==> src/rtl/seg_scan_ctrl.sv <==
// 4-digit common-anode 7-segment scanner with per-slot blanking guard, PWM brightness
// and once-per-frame shadow latching. Optional: `define SEG_LZ_SUPPRESS_EN for leading-zero suppression.
module seg_scan_ctrl #(
    parameter int unsigned GUARD_CYCLES = 64,
    parameter int unsigned GW           = 8
) (
    input  logic        clk,
    input  logic        clr,
    input  logic        segclk,
    input  logic [15:0] value,
    input  logic [3:0]  dp,
    input  logic [2:0]  bright,
    output logic [3:0]  an,
    output logic [6:0]  seg,
    output logic        dp_n
);

    typedef enum logic {
        ST_BLANK = 1'b0,
        ST_ON    = 1'b1
    } state_e;

    state_e        state_q;
    logic [1:0]    digit_q;
    logic [GW-1:0] guard_q;
    logic [2:0]    pwm_q;
    logic          segclk_q;
    logic [15:0]   sh_value_q;
    logic [3:0]    sh_dp_q;
    logic [2:0]    sh_bright_q;
    logic [3:0]    an_q,   an_d;
    logic [6:0]    seg_q,  seg_d;
    logic          dp_n_q, dp_n_d;

    logic          tick;
    logic          guard_done;
    logic [3:0]    nibble;
    logic          suppress;

    function automatic logic [6:0] hex7(input logic [3:0] n);
        case (n)
            4'h0: hex7 = 7'b1000000;
            4'h1: hex7 = 7'b1111001;
            4'h2: hex7 = 7'b0100100;
            4'h3: hex7 = 7'b0110000;
            4'h4: hex7 = 7'b0011001;
            4'h5: hex7 = 7'b0010010;
            4'h6: hex7 = 7'b0000010;
            4'h7: hex7 = 7'b1111000;
            4'h8: hex7 = 7'b0000000;
            4'h9: hex7 = 7'b0010000;
            4'hA: hex7 = 7'b0001000;
            4'hB: hex7 = 7'b0000011;
            4'hC: hex7 = 7'b1000110;
            4'hD: hex7 = 7'b0100001;
            4'hE: hex7 = 7'b0000110;
            default: hex7 = 7'b0001110;
        endcase
    endfunction

    assign tick       = segclk & ~segclk_q;
    assign guard_done = (guard_q == GW'(GUARD_CYCLES - 1));
    assign nibble     = sh_value_q[{digit_q, 2'b00} +: 4];

`ifdef SEG_LZ_SUPPRESS_EN
    // A digit is a leading zero when it and every digit to its left are zero.
    always_comb begin
        suppress = 1'b0;
        case (digit_q)
            2'd3:    suppress = (sh_value_q[15:12] == 4'h0);
            2'd2:    suppress = (sh_value_q[15:8]  == 8'h00);
            2'd1:    suppress = (sh_value_q[15:4]  == 12'h000);
            default: suppress = 1'b0;
        endcase
    end
`else
    assign suppress = 1'b0;
`endif

    // NOTE: every signal written in always_comb gets a default first so no latch is inferred.
    always_comb begin
        an_d   = 4'b1111;
        seg_d  = 7'b1111111;
        dp_n_d = 1'b1;
        if (state_q == ST_ON && !suppress) begin
            seg_d  = hex7(nibble);
            dp_n_d = ~sh_dp_q[digit_q];
            if (pwm_q <= sh_bright_q) begin
                an_d = ~(4'b0001 << digit_q);
            end
        end
    end

    // NOTE: sequential state uses non-blocking assignments only, so all registers update together.
    always_ff @(posedge clk) begin
        if (clr) begin
            state_q     <= ST_BLANK;
            digit_q     <= 2'd0;
            guard_q     <= '0;
            pwm_q       <= 3'd0;
            segclk_q    <= 1'b1;
            sh_value_q  <= 16'h0000;
            sh_dp_q     <= 4'h0;
            sh_bright_q <= 3'd0;
            an_q        <= 4'b1111;
            seg_q       <= 7'b1111111;
            dp_n_q      <= 1'b1;
        end else begin
            segclk_q <= segclk;
            pwm_q    <= pwm_q + 3'd1;
            an_q     <= an_d;
            seg_q    <= seg_d;
            dp_n_q   <= dp_n_d;
            if (tick) begin
                digit_q <= digit_q + 2'd1;
                state_q <= ST_BLANK;
                guard_q <= '0;
                // Frame boundary: inputs become visible only from the next digit 0.
                if (digit_q == 2'd3) begin
                    sh_value_q  <= value;
                    sh_dp_q     <= dp;
                    sh_bright_q <= bright;
                end
            end else if (state_q == ST_BLANK) begin
                guard_q <= guard_q + GW'(1);
                if (guard_done) begin
                    state_q <= ST_ON;
                end
            end
        end
    end

    assign an   = an_q;
    assign seg  = seg_q;
    assign dp_n = dp_n_q;

endmodule
==> config.mk <==
export PLATFORM = sky130hd
export DESIGN_NAME = seg_scan_ctrl
export DESIGN_NICKNAME = d
export VERILOG_FILES = /design/src/rtl/seg_scan_ctrl.sv
export SDC_FILE = /design/constraint.sdc
export NUM_CORES = 1
export LEC_CHECK = 0
export BUFFER_PORTS_ARGS = -buffer_cell sky130_fd_sc_hd__buf_2
export CELL_PAD_IN_SITES_DETAIL_PLACEMENT = 1
export CELL_PAD_IN_SITES_GLOBAL_PLACEMENT = 1
export CORE_MARGIN = 5
export CORE_UTILIZATION = 45
export CTS_BUF_LIST = sky130_fd_sc_hd__clkbuf_2 sky130_fd_sc_hd__clkbuf_4 sky130_fd_sc_hd__clkbuf_8
export CTS_CLUSTER_DIAMETER = 40
export DETAILED_ROUTE_END_ITERATION = 10
export PLACE_DENSITY = 0.86
export SYNTH_ARGS = -nofsm -noshare
export SYNTH_HDL_FRONTEND = slang
export SYNTH_SLANG_ARGS = --single-unit
==> constraint.sdc <==
create_clock -name clk -period 4.05 [get_ports clk]
set_input_delay 0.2025 -clock clk [delete_from_list [all_inputs] [get_ports clk]]
set_output_delay 0.2025 -clock clk [all_outputs]
set_load 0.01 [all_outputs]
# Word-level counts from Yosys, hierarchy flattened
# Memory sizes are Yosys's and may differ from the RTL's. A register that Yosys moved wholly into a read port is not among the register bits.
# Cells that the tools add are included.
[classes]
n_bitwise = 6
n_shift = 2
muxes = 4
reduce_logical = 4
n_lt_le_gt_ge = 2
eq_ne = 2
addsub = 3
[op_table]
columns = ["op", "n"]
rows = [
  ["$shiftx 16x5->4", 1],
  ["$add 8x1->8 const B", 1],
  ["$eq 8x6->1 const B", 1],
  ["$not 1->1", 4],
  ["$not 4->4", 1],
  ["$reduce_or 2->1", 2],
  ["$shl 1x2->4 const A", 1],
  ["$add 3x1->3 const B", 1],
  ["$le 3x3->1", 1],
  ["$lt 2x3->1 const B", 1],
  ["$mux 1", 3],
  ["$reduce_or 3->1", 1],
  ["$add 2x1->2 const B", 1],
  ["$bmux 1 s2", 1],
  ["$eq 2x2->1 const B", 1],
  ["$reduce_and 2->1", 1],
  ["$and 1x1->1", 1],
]
[word_totals]
word_cells = 34
ff_bits = 43
inputBits = 26
rom_bits = 112
memories = 1
[mem_list]
columns = ["memory", "depth", "word_bits", "rd", "rd_clocked_by_memory_dff", "write_ports", "line", "text"]
rows = [
  ["(name not given)", 16, 7, 1, 1, 0, "41", "case (n)"],
]

# Logic depth before layout (Yosys ltp)
# Gate-level depths: netlist (run 1).
[depth]
ltp_word = 3
mapped_depth = 8

# Worst setup path after synthesis (run 1)
# OpenSTA, ideal clock, no wires.
[synth_timing]
path_kind = "register to register"
startpoint = "reg digit_q[0]"
endpoint = "reg seg_q[6], in the netlist seg[6]"
path_stages_with_launch = 7
t_required_ps = 3920
arrival_time_ps = 1791
period_less_slack_ps = 1921
setup_slack_ps = 2129
path_buffers = 1
path_cell_list = "dfxtp_1 > buf_6 > mux4_1 > ha_1 > mux2_4 > nand2_1 > o211ai_2"
[synth_via]
elab_chain_len = 1
[synth_lines]
columns = ["element", "line", "text"]
rows = [
  ["start: declaration", "24", "logic [1:0] digit_q;"],
  ["start signal: assignment", "115", "digit_q <= digit_q + 2'd1;"],
  ["$shiftx 16x5->4", "63", "assign nibble = sh_value_q[{digit_q, 2'b00} +: 4];"],
  ["end: declaration", "32", "logic [6:0] seg_q, seg_d;"],
]
# Every way passes these cells.
# A chain may end at the register's enable or synchronous reset.

# Final worst setup path (run 1)
[layout_timing]
startpoint = "reg digit_q[0]"
endpoint = "reg seg_q[1], in the netlist seg[1]"
# The elaborated chain is that of the path after synthesis.

==> impl_results.md, run 1 <==
- Top-area cell type share of the netlist area: 0.460
- N_diodes: 0
- Final Instance Count excl. Fillers: about 330
- Worst Tran Pin Value: 0.973 ns
- Critical Path Start Type: flip-flop
- Cts hold-fix bufs: 0
- Final setup viols: 0
- Max Cap Viol: 0
- Core Area: between 4000 and 5000 µm²
- Row cnt: 25
- Synth cell types: 32
- Most common cell in the synthesized netlist: nand2_1
- Pint: 0.641 mW
- Clock Path Buffers: 2
- Initial core utilization: 0.461
- Layout cells sized above 1: 0.195
- Die area: 6330 µm²
- Syn avg cell area: 9.30 µm²
- ANT nets after route: 0
- Synth area leader: dfxtp_1
- Arr. time, crit path: between 2 and 2.5 ns
- DRT iter0 DRCs: 90
- Min cycle time layout: between 2 and 2.5 ns
- Main synth FF type: dfxtp_1
- Setup Buffers After CTS: 0
- Post-DR vias/cell: 5.03
- PD cells: 342 nW/µm²
- Seq pwr share: 0.600
- H-tree Lvls: 2
- Critical path required time: 4.18 ns
- Placed Instances: 325
- Register area share after synthesis: 0.460
- Final setup TNS: 0 ns
- Worst VDD drop: 0.000166 V
- Syn Std Cell Area: 2180 µm²
- CP max FO: 9
- Final HPWL DP: 3420 µm
- Commonest cells in the netlist: nand2_1, dfxtp_1, a21oi_1, ha_1, nor2_1
- Vias in the first global route: 1768
- Via Count: 1676
- Antenna violations before repair: 0
- Final hold violation count: 0
- Largest net degree at the start of global routing: 32
- Multi-input gate area: 1060 µm²
- CP Class: flip-flop to flip-flop
- Hold Slack: ~0.09 ns
- Fmax achieved: 0.425 GHz
- Die W: 79.5 µm
- Clock Power Share: 0.348
- Switching Fraction: 0.237
- Die Height: 79.5 µm
- WL/cell: 14.4 µm
- Worst Setup End Kind: flip-flop
- Synth-to-layout area growth: 13.1%
- Slew Limit Fails: 0
- Worst-path clk slew: roughly 0.10 ns
- Most used cell, CP: o211ai_1
- Synth warn: 0
- Clk root buf: clkbuf_8
- Final Util: 0.521
- Post-CTS sizing: 0
- Sw power: 0.200 mW
- Hold WC Path Type: input pin to flip-flop
- Grt total ovfl: 0
- Crit-path cells: mux4_1, inv_1, ha_1, o211ai_1, o211ai_1
- Slowest cell on the critical path: mux4_1
- Gate count after technology mapping: approximately 230
- Fin nets: 306
- Async SR Flop Fraction: 0
- Worst slew margin: 0.350
- Crit path largest cell delay: 0.74 ns
- Clock Skews: approximately 0.013 ns
- Final Wtd Congestion: 0.728
- CTS sink count: 50
- Status: finished clean
- # DRC: 0
- Cts bufs inserted: 5
- Leakage: 0.919 nW
- Synth area leaders: dfxtp_1, nand2_1, ha_1
- # port buffers: 37
- Fillers: 559
- Storage element area: between 1000 and 1500 µm²
- Clk_lat worst skew: 0.31 ns
- TritonRoute pass-1 iters: 4
- Yosys reg bits: 50
- Logic pwr share: 0.052
- Final worst path period share: 0.581
- Tot GR Track Use: 0.164
- I/O pins: 38
- Mapped Nets: 275
- First-pass GRT wire length: 8070 µm
- RSZ-0062 raised after global routing: false
- Drt total wl: 4780 µm
- CTS tree: yes
- EDFF count, synth: 0
-- area by class of cell --
class | count | share of cell area
clock inverter | 3 | 0.00864
tap | 67 | 0.0341
sequential | 50 | 0.407
multi-input combinational | 161 | 0.432
inverter | 10 | 0.0153
timing repair buffer | 37 | 0.0752
clock buffer | 5 | 0.0280
-- placed cells by master (no fill, tap or decap), drive strengths merged --
| cell type | synthesis | routed |
|---|---|---|
| clkinvlp | 0 | 1 |
| and4b | 1 | 1 |
| o21ai | 2 | 2 |
| o221ai | 3 | 3 |
| clkbuf | 8 | 5 |
| nor2b | 5 | 5 |
| nand3 | 9 | 9 |
| or2b | 1 | 1 |
| o211ai | 3 | 3 |
| nor2 | 15 | 15 |
| nand2 | 51 | 51 |
| mux2 | 1 | 1 |
| buf | 5 | 37 |
| and3 | 1 | 1 |
| a21oi | 25 | 25 |
| o21a | 1 | 1 |
| and2 | 1 | 1 |
| inv | 10 | 10 |
| clkinv | 0 | 2 |
| xor2 | 5 | 5 |
| mux2i | 5 | 5 |
| ha | 15 | 15 |
| dfxtp | 50 | 50 |
| o2bb2ai | 1 | 1 |
| mux4 | 5 | 5 |
| or2 | 3 | 3 |
| xnor2 | 4 | 4 |
| a31oi | 2 | 2 |
| nor3b | 2 | 2 |
-- path summary, 6_finish.rpt --
path              start  slack, ns  cells after the start         end
max reg2reg  digit_q[0]       1.70                      5      seg[1]
min              segclk       0.09                      2    segclk_q
max          digit_q[0]       1.70                      5      seg[1]
min reg2reg  sh_dp_q[0]       0.46                      2  sh_dp_q[0]
-- registers in the layout, summed over array words and instances, names as in the netlist --
| register | count |
|---|---|
| an | 4 |
| digit_q | 2 |
| dp_n | 1 |
| guard_q | 8 |
| pwm_q | 3 |
| seg | 7 |
| segclk_q | 1 |
| sh_bright_q | 3 |
| sh_dp_q | 4 |
| sh_value_q | 16 |
| state_q | 1 |
-- power by group through the flow --
stage	Combinational, mW	Clock (mW)	Sequential (mW)
floorplan	0.0282	0	0.513
global placement	0.0407	0	0.516
detailed placement	0.0435	0	0.516
CTS	0.0448	0.299	0.505
global route	0.0506	0.320	0.506
finish	0.0440	0.292	0.504
-- routing by layer --
layer / GRT usage / vias to the layer above / share of wire
li1: - / 844 / -
met1: 0.190 / 793 / 0.45
met2: 0.286 / 32 / 0.49
met3: 0.0474 / 7 / 0.046
met4: 0.0619 / 0 / 0.014
met5: 0 / - / 0
-- worst max-delay path, delay by kind of cell, from the launching register on --
kind	cells	cell delay, ns
flip-flops	1	0.62
buffers and inverters	1	0.20
multiplexers	1	0.74
adder cells (fa/ha/maj)	1	0.28
AO/OA/AOI/OAI	2	0.35
-- cell families after synthesis --
kind of cell / count (synthesis) / share of synthesized area
buffers and inverters: 23 / 0.0512
and+or+nand+nor: 89 / 0.179
xor gates and xnor gates: 9 / 0.0362
adders and majority gates: 15 / 0.0863
DFF: 50 / 0.460
muxes: 11 / 0.0868
AOI/OAI and AO/OA: 37 / 0.100
-- metrics by stage --
step | instance area [µm²] | setup slack (ns) | total power, mW
after global routing | 2460 | 1.58 | 0.876
after floorplan | 2180 | 2.13 | 0.541
after detailed placement | 2370 | 1.77 | 0.560
after global placement | 2370 | 1.88 | 0.556
final | 2460 | 1.70 | 0.841
after CTS | 2460 | 1.66 | 0.849
No activity file was read; power rests on OpenSTA's default activity.
==> run 2: changes to the inputs <==
--- a/config.mk
+++ b/config.mk
@@ -9,11 +9,11 @@
 export CELL_PAD_IN_SITES_DETAIL_PLACEMENT = 1
 export CELL_PAD_IN_SITES_GLOBAL_PLACEMENT = 1
 export CORE_MARGIN = 5
-export CORE_UTILIZATION = 45
+export CORE_UTILIZATION = 39
 export CTS_BUF_LIST = sky130_fd_sc_hd__clkbuf_2 sky130_fd_sc_hd__clkbuf_4 sky130_fd_sc_hd__clkbuf_8
 export CTS_CLUSTER_DIAMETER = 40
 export DETAILED_ROUTE_END_ITERATION = 10
-export PLACE_DENSITY = 0.86
+export PLACE_DENSITY = 0.79
 export SYNTH_ARGS = -nofsm -noshare
 export SYNTH_HDL_FRONTEND = slang
 export SYNTH_SLANG_ARGS = --single-unit
==> constraint.sdc (replaced) <==
create_clock -name clk -period 1.9 [get_ports clk]
set_input_delay 0.095 -clock clk [delete_from_list [all_inputs] [get_ports clk]]
set_output_delay 0.095 -clock clk [all_outputs]
set_load 0.01 [all_outputs]
==> run 2 against run 1 <==
  * Worst setup slack got worse by 1.6 ns
  * Register-to-register slack got worse by 1.6 ns
  * Wire length increased by 3.3%
  * Total power increased by 120%
  * Non-clock buffer count increased by 15
  * Core utilization decreased by 4.4 points
  * Via count increased by 2.3%
==> impl_results.md, run 2 (same netlist as run 1, synthesis figures left out) <==
- Status: finished clean
- RSZ-0062 raised after global routing: false
- Most frequent cells in the layout: nand2_1, dfxtp_1, buf_2
- Final setup TNS: 0 ns
- H-tree Lvls: 2
- First-pass GRT wire length: 8290 µm
- CP Class: flip-flop to flip-flop
- Hold_sp: dp[0]
- CTS tree: yes
- Clock Skews: 0.00578 ns
- # DRC: 0
- Synth-to-layout area growth: 20.0%
- Arr. time, crit path: 1.94 ns
- Core Area: 5470 µm²
- Clk_lat worst skew: 0.29 ns
- Worst VDD drop: 0.000330 V
- Fmax achieved: 0.554 GHz
- Cts bufs inserted: 5
- CTS sink count: 50
- Final Wtd Congestion: 0.784
- Fin nets: around 320
- Storage element area: 1000 µm²
- Largest Register: sh_value_q
- Worst Setup End Kind: flip-flop
- Clk root buf: clkbuf_8
- ANT nets after route: 0
- Tot GR Track Use: 0.144
- Via Count: 1714
- Vias in the first global route: 1754
- Leakage: 0.994 nW
- Final HPWL DP: around 3800 µm
- Largest net degree at the start of global routing: 31
- Critical R2R Capture: seg[4]
- Reg2reg start: digit_q[0]
- Worst-path clk slew: around 0.08 ns
- Fillers: 677
- Hold Slack: ~0.034 ns
- Critical Path Start Type: flip-flop
- Die W: 84.7 µm
- Layout cells sized above 1: 0.260
- # port buffers: 37
- CP max FO: 9
- Critical Path Sink: seg[4]
- Slew Limit Fails: 0
- Worst slew margin: 0.649
- DRT iter0 DRCs: 40
- Row cnt: 27
- R2R setup slack: 0.09 ns
- Critical path required time: 2.03 ns
- Post-DR vias/cell: 4.86
- I/O pins: 38
- Largest register FFs: 16
- Grt total ovfl: 0
- Hold WC Path Type: input pin to flip-flop
- CP Launch Point: digit_q[0]
- Commonest non-fill, non-tap cell in the layout: nand2_1
- Final setup viols: 0
- TritonRoute pass-1 iters: 4
- N_diodes: 0
- WL/cell: 14.0 µm
- Max Cap Viol: 0
- Die Height: 84.7 µm
- Worst Tran Pin Value: 0.525 ns
- Clock Path Buffers: 2
- Antenna violations before repair: 0
- PD cells: 692 nW/µm²
- Multi-input gate area: 1080 µm²
- Die area: 7170 µm²
- Drt total wl: 4940 µm
- Depth of the worst register-to-register path: 5
- Initial core utilization: 0.398
- Hold Path Stages: 3
- Final hold violation count: 0
- Total power: 1.81 mW
- Final worst path period share: 0.951
- Min cycle time layout: 1.81 ns
==> run 2: final cells by class <==
class / instances / area share
inverters: 10 / 0.0153
multi-input cells: 161 / 0.414
well taps: 72 / 0.0345
flip-flops and latches: 50 / 0.385
clock buffers: 7 / 0.0345
clock inverters: 1 / 0.00192
repair buffers: 52 / 0.115
==> run 2: worst min-delay path by stage <==
stage | slack [ns] | to
final | 0.03 | sh_dp_q[0]
after global routing | 0.02 | sh_value_q[0]
after CTS | 0.03 | sh_dp_q[1]
after detailed placement | 0.30 | segclk_q
after global placement | 0.30 | segclk_q
after floorplan | 0.20 | segclk_q
==> run 2: worst max-delay path, stage by stage, from the launching register on <==
cell      delay [ns]
dfxtp_4         0.38
buf_4           0.15
mux4_2          0.63
buf_4           0.19
or2b_1          0.17
o221ai_1        0.14
==> run 2: timing repair <==
| action | CTS | global route |
|---|---|---|
| gates resized for setup | 3 | 6 |
| endpoints found under the setup margin | 3 | 3 |
| hold buffers | 1 | 0 |
| endpoints found under the hold margin | 1 | 0 |
| pin swaps | 0 | 0 |
| setup buffers | 0 | 3 |
==> run 2: layer usage <==
layer | GRT usage | routed length (µm) | part of all wire
met3 | 0.0334 | 216 | 0.044
met2 | 0.249 | 2440 | 0.49
met5 | 0 | 0 | 0
met1 | 0.174 | 2230 | 0.45
met4 | 0.0475 | 52 | 0.011
==> run 2: where the power goes <==
| part | internal [mW] | switching (mW) |
|---|---|---|
| registers | 1.06 | 0.0117 |
| logic | 0.0540 | 0.0509 |
| clock network | 0.308 | 0.323 |
==> run 2: metrics by stage <==
step / area (µm²) / utilization / worst slack [ns] / instances
2_1_floorplan: 2170 / - / 0.00663 / 234
3_3_place_gp: 2460 / 0.449 / 0.0394 / 341
4_1_cts: 2560 / 0.468 / 0.0539 / 350
3_5_place_dp: 2460 / 0.449 / -0.0303 / 341
5_1_grt: 2610 / 0.477 / 0.00793 / 353
6_report: 2610 / 0.477 / 0.0934 / 353
==> run 3: changes to the inputs <==
--- a/config.mk
+++ b/config.mk
@@ -5,11 +5,12 @@
 export SDC_FILE = /design/constraint.sdc
 export NUM_CORES = 1
 export LEC_CHECK = 0
+export ABC_AREA = 1
 export BUFFER_PORTS_ARGS = -buffer_cell sky130_fd_sc_hd__buf_2
 export CELL_PAD_IN_SITES_DETAIL_PLACEMENT = 1
 export CELL_PAD_IN_SITES_GLOBAL_PLACEMENT = 1
 export CORE_MARGIN = 5
-export CORE_UTILIZATION = 39
+export CORE_UTILIZATION = 38
 export CTS_BUF_LIST = sky130_fd_sc_hd__clkbuf_2 sky130_fd_sc_hd__clkbuf_4 sky130_fd_sc_hd__clkbuf_8
 export CTS_CLUSTER_DIAMETER = 40
 export DETAILED_ROUTE_END_ITERATION = 10
==> run 3 against run 2 <==
  * Final cell count grew 19%
  * Synthesized cell count up 30%
  * Wire length is 13% higher
  * Non-clock buffer count shrank 8
  * Largest power group unchanged
  * Maximum frequency is 11% higher
  * Clock-buffer cell count shrank 1
  * Critical path type unchanged
  * Worst hold slack improved by 0.019 ns
==> impl_results.md, run 3 <==
- Setup Buffers After CTS: 0
- Worst slew margin: 0.681
- EDFF count, synth: 0
- Antenna violations before repair: 0
- Arr. time, crit path: 1.83 ns
- Hold WC Path Type: input pin to flip-flop
- Switching Fraction: 0.217
- Cts bufs inserted: 5
- Worst-path clk slew: 0.09 ns
- Critical Path Sink: seg[5]
- Main synth FF type: dfxtp_1
- Critical R2R Capture: seg[5]
- Syn avg cell area: 7.62 µm²
- Worst VDD drop: a little under 0.0003 V
- Via Count: 2048
- CP Class: flip-flop to flip-flop
- N_diodes: 0
- TritonRoute pass-1 iters: 4
- Largest register FFs: 16
- Fmax achieved: 0.612 GHz
- Hold Slack: 0.0524 ns
- Leakage: 1.09 nW
- Initial core utilization: 0.392
- Critical Path Start Type: flip-flop
- Die Height: 88.2 µm
- Drt total wl: 5600 µm
- WL/cell: 13.3 µm
- First-pass GRT wire length: between 9000 and 10000 µm
- Clock Path Buffers: 2
- Clock Power Share: 0.418
- Clk_lat worst skew: 0.30 ns
- Synth-to-layout area growth: 18.0%
- Tot GR Track Use: 0.161
- Row cnt: 28
- Final Wtd Congestion: approximately 0.85
- Vias in the first global route: roughly 2.2k
- Final HPWL DP: 4210 µm
- Sw power: 0.469 mW
- Die area: 7780 µm²
- Synth area leaders: dfxtp_1, nand2_1, nand3_1
- Syn Std Cell Area: 2320 µm²
- Layout cells sized above 1: 0.194
- Fin nets: 386
- Most common cell in the synthesized netlist: nand2_1
- Synth warn: 0
- Top-area cell type share of the netlist area: 0.431
- Gate count after technology mapping: about 310
- Seq pwr share: 0.496
- H-tree Lvls: 2
- Register area share after synthesis: 0.431
- # port buffers: 37
- Commonest cells in the netlist: nand2_1, dfxtp_1, nand3_1, a21oi_1, inv_1
- Crit path largest cell delay: 0.35 ns
- CTS tree: yes
- Worst Setup End Kind: flip-flop
- Final setup viols: 0
- Synth cell types: 26
- Max Cap Viol: 0
- Slew Limit Fails: 0
- CP max FO: 11
- Commonest non-fill, non-tap cell in the layout: nand2_1
- Most frequent cells in the layout: nand2_1, dfxtp_1, nand3_1
- RSZ-0062 raised after global routing: false
- Largest net degree at the start of global routing: 27
- Core Area: roughly 6000 µm²
- Depth of the worst register-to-register path: 10
- Crit-path cells: buf_4, nand2_1, nand3_1, nand2_2, inv_1, ha_1, nand3_1, o21ai_0, nand2_1, nand2_1
- DRT iter0 DRCs: 47
- Clk root buf: clkbuf_8
- Reg2reg start: digit_q[0]
- Final hold violation count: 0
- Mapped Nets: 346
- Final setup TNS: 0 ns
- Synth area leader: dfxtp_1
- Clock Skews: between 0.01 and 0.015 ns
- Worst Tran Pin Value: around 0.48 ns
- Most used cell, CP: nand2_1
- CTS sink count: 50
- Post-DR vias/cell: 4.86
- Critical path required time: 2.09 ns
- Status: finished clean
- Pint: 1.69 mW
- Die W: 88.2 µm
- ANT nets after route: 0
- I/O pins: 38
- CP Launch Point: digit_q[0]
- Grt total ovfl: 0
- Slowest cell on the critical path: dfxtp_1
- Final worst path period share: 0.860
- Async SR Flop Fraction: 0
- # DRC: 0
- R2R setup slack: 0.27 ns
- Logic pwr share: 0.085
- PD cells: 789 nW/µm²
- Post-CTS sizing: 0
- Min cycle time layout: 1.63 ns
- Yosys reg bits: 50
- Largest Register: sh_value_q
## run 3: cell types whose count changed after synthesis, moves of 4 or more
cell,delta
nor2b_1,-5
mux2i_1,-5
inv_1,+11
nand2_1,+27
nand3_1,+39
a21oi_1,+9
o21ai_0,+11
xor2_1,-4
## run 3: metrics by stage
step                std cells  worst slack (ns)  instance area [µm²]   util  total power, mW
floorplan                 305             0.322                 2320      -             1.22
global placement          412             0.394                 2590  0.437             1.27
detailed placement        412             0.321                 2590  0.437             1.28
CTS                       421             0.263                 2740  0.463             2.20
global route              421             0.108                 2740  0.463             2.26
finish                    421             0.265                 2740  0.463             2.16
## run 3: power groups by stage
stage          Clock [mW]  Sequential (mW)  Combinational [mW]
2_1_floorplan           0             1.10               0.125
3_3_place_gp            0             1.10               0.175
3_5_place_dp            0             1.10               0.182
4_1_cts             0.940             1.08               0.187
5_1_grt             0.974             1.08               0.211
6_report            0.905             1.07               0.185
## run 3: worst min path at each step
| stage | slack [ns] | start | depth (start not counted) | to |
|---|---|---|---|---|
| after detailed placement | 0.30 | segclk | 3 | segclk_q |
| after global routing | 0.04 | value[15] | 3 | sh_value_q[15] |
| final | 0.05 | value[14] | 3 | sh_value_q[14] |
| after floorplan | 0.20 | segclk | 2 | segclk_q |
| after CTS | 0.04 | value[15] | 3 | sh_value_q[15] |
| after global placement | 0.29 | segclk | 3 | segclk_q |
## run 3: area by class of cell
type,instances,area [µm²]
flip-flops and latches,50,1000
clock inverters,2,60.1
multi-input cells,219,1160
inverters,25,101
fillers,779,3180
clock buffers,6,82.6
well taps,75,93.8
repair buffers,44,240
## run 3: repair_timing
item | CTS | global route
endpoints found under the hold margin | 1 | 0
setup endpoints to repair | 0 | 0
hold buffers | 1 | 0
## run 3: worst max-delay path, delay by kind of cell, from the launching register on
| kind | cells | cell delay [ns] |
|---|---|---|
| and+or+nand+nor | 6 | 0.56 |
| DFF | 1 | 0.35 |
| buffers and inverters | 2 | 0.28 |
| adders and majority gates | 1 | 0.22 |
| AOI/OAI and AO/OA | 1 | 0.11 |
## run 3: kinds of logic (layout without fill, tap and decap cells)
kind of cell / after synthesis / after routing / share of synthesized area
flip-flops: 50 / 50 / 0.431
buffers and inverters: 36 / 77 / 0.0684
XOR/XNOR: 2 / 2 / 0.00754
adder cells (fa/ha/maj): 15 / 15 / 0.0808
AO/OA/AOI/OAI: 48 / 48 / 0.105
AND/OR/NAND/NOR: 154 / 154 / 0.307
## run 3: layer usage
metal / global-route usage / up-vias / share of wire
li1: - / 1076 / -
met1: 0.202 / 928 / 0.47
met2: 0.274 / 35 / 0.48
met3: 0.0329 / 9 / 0.037
met4: 0.0549 / 0 / 0.019
met5: 0 / - / 0
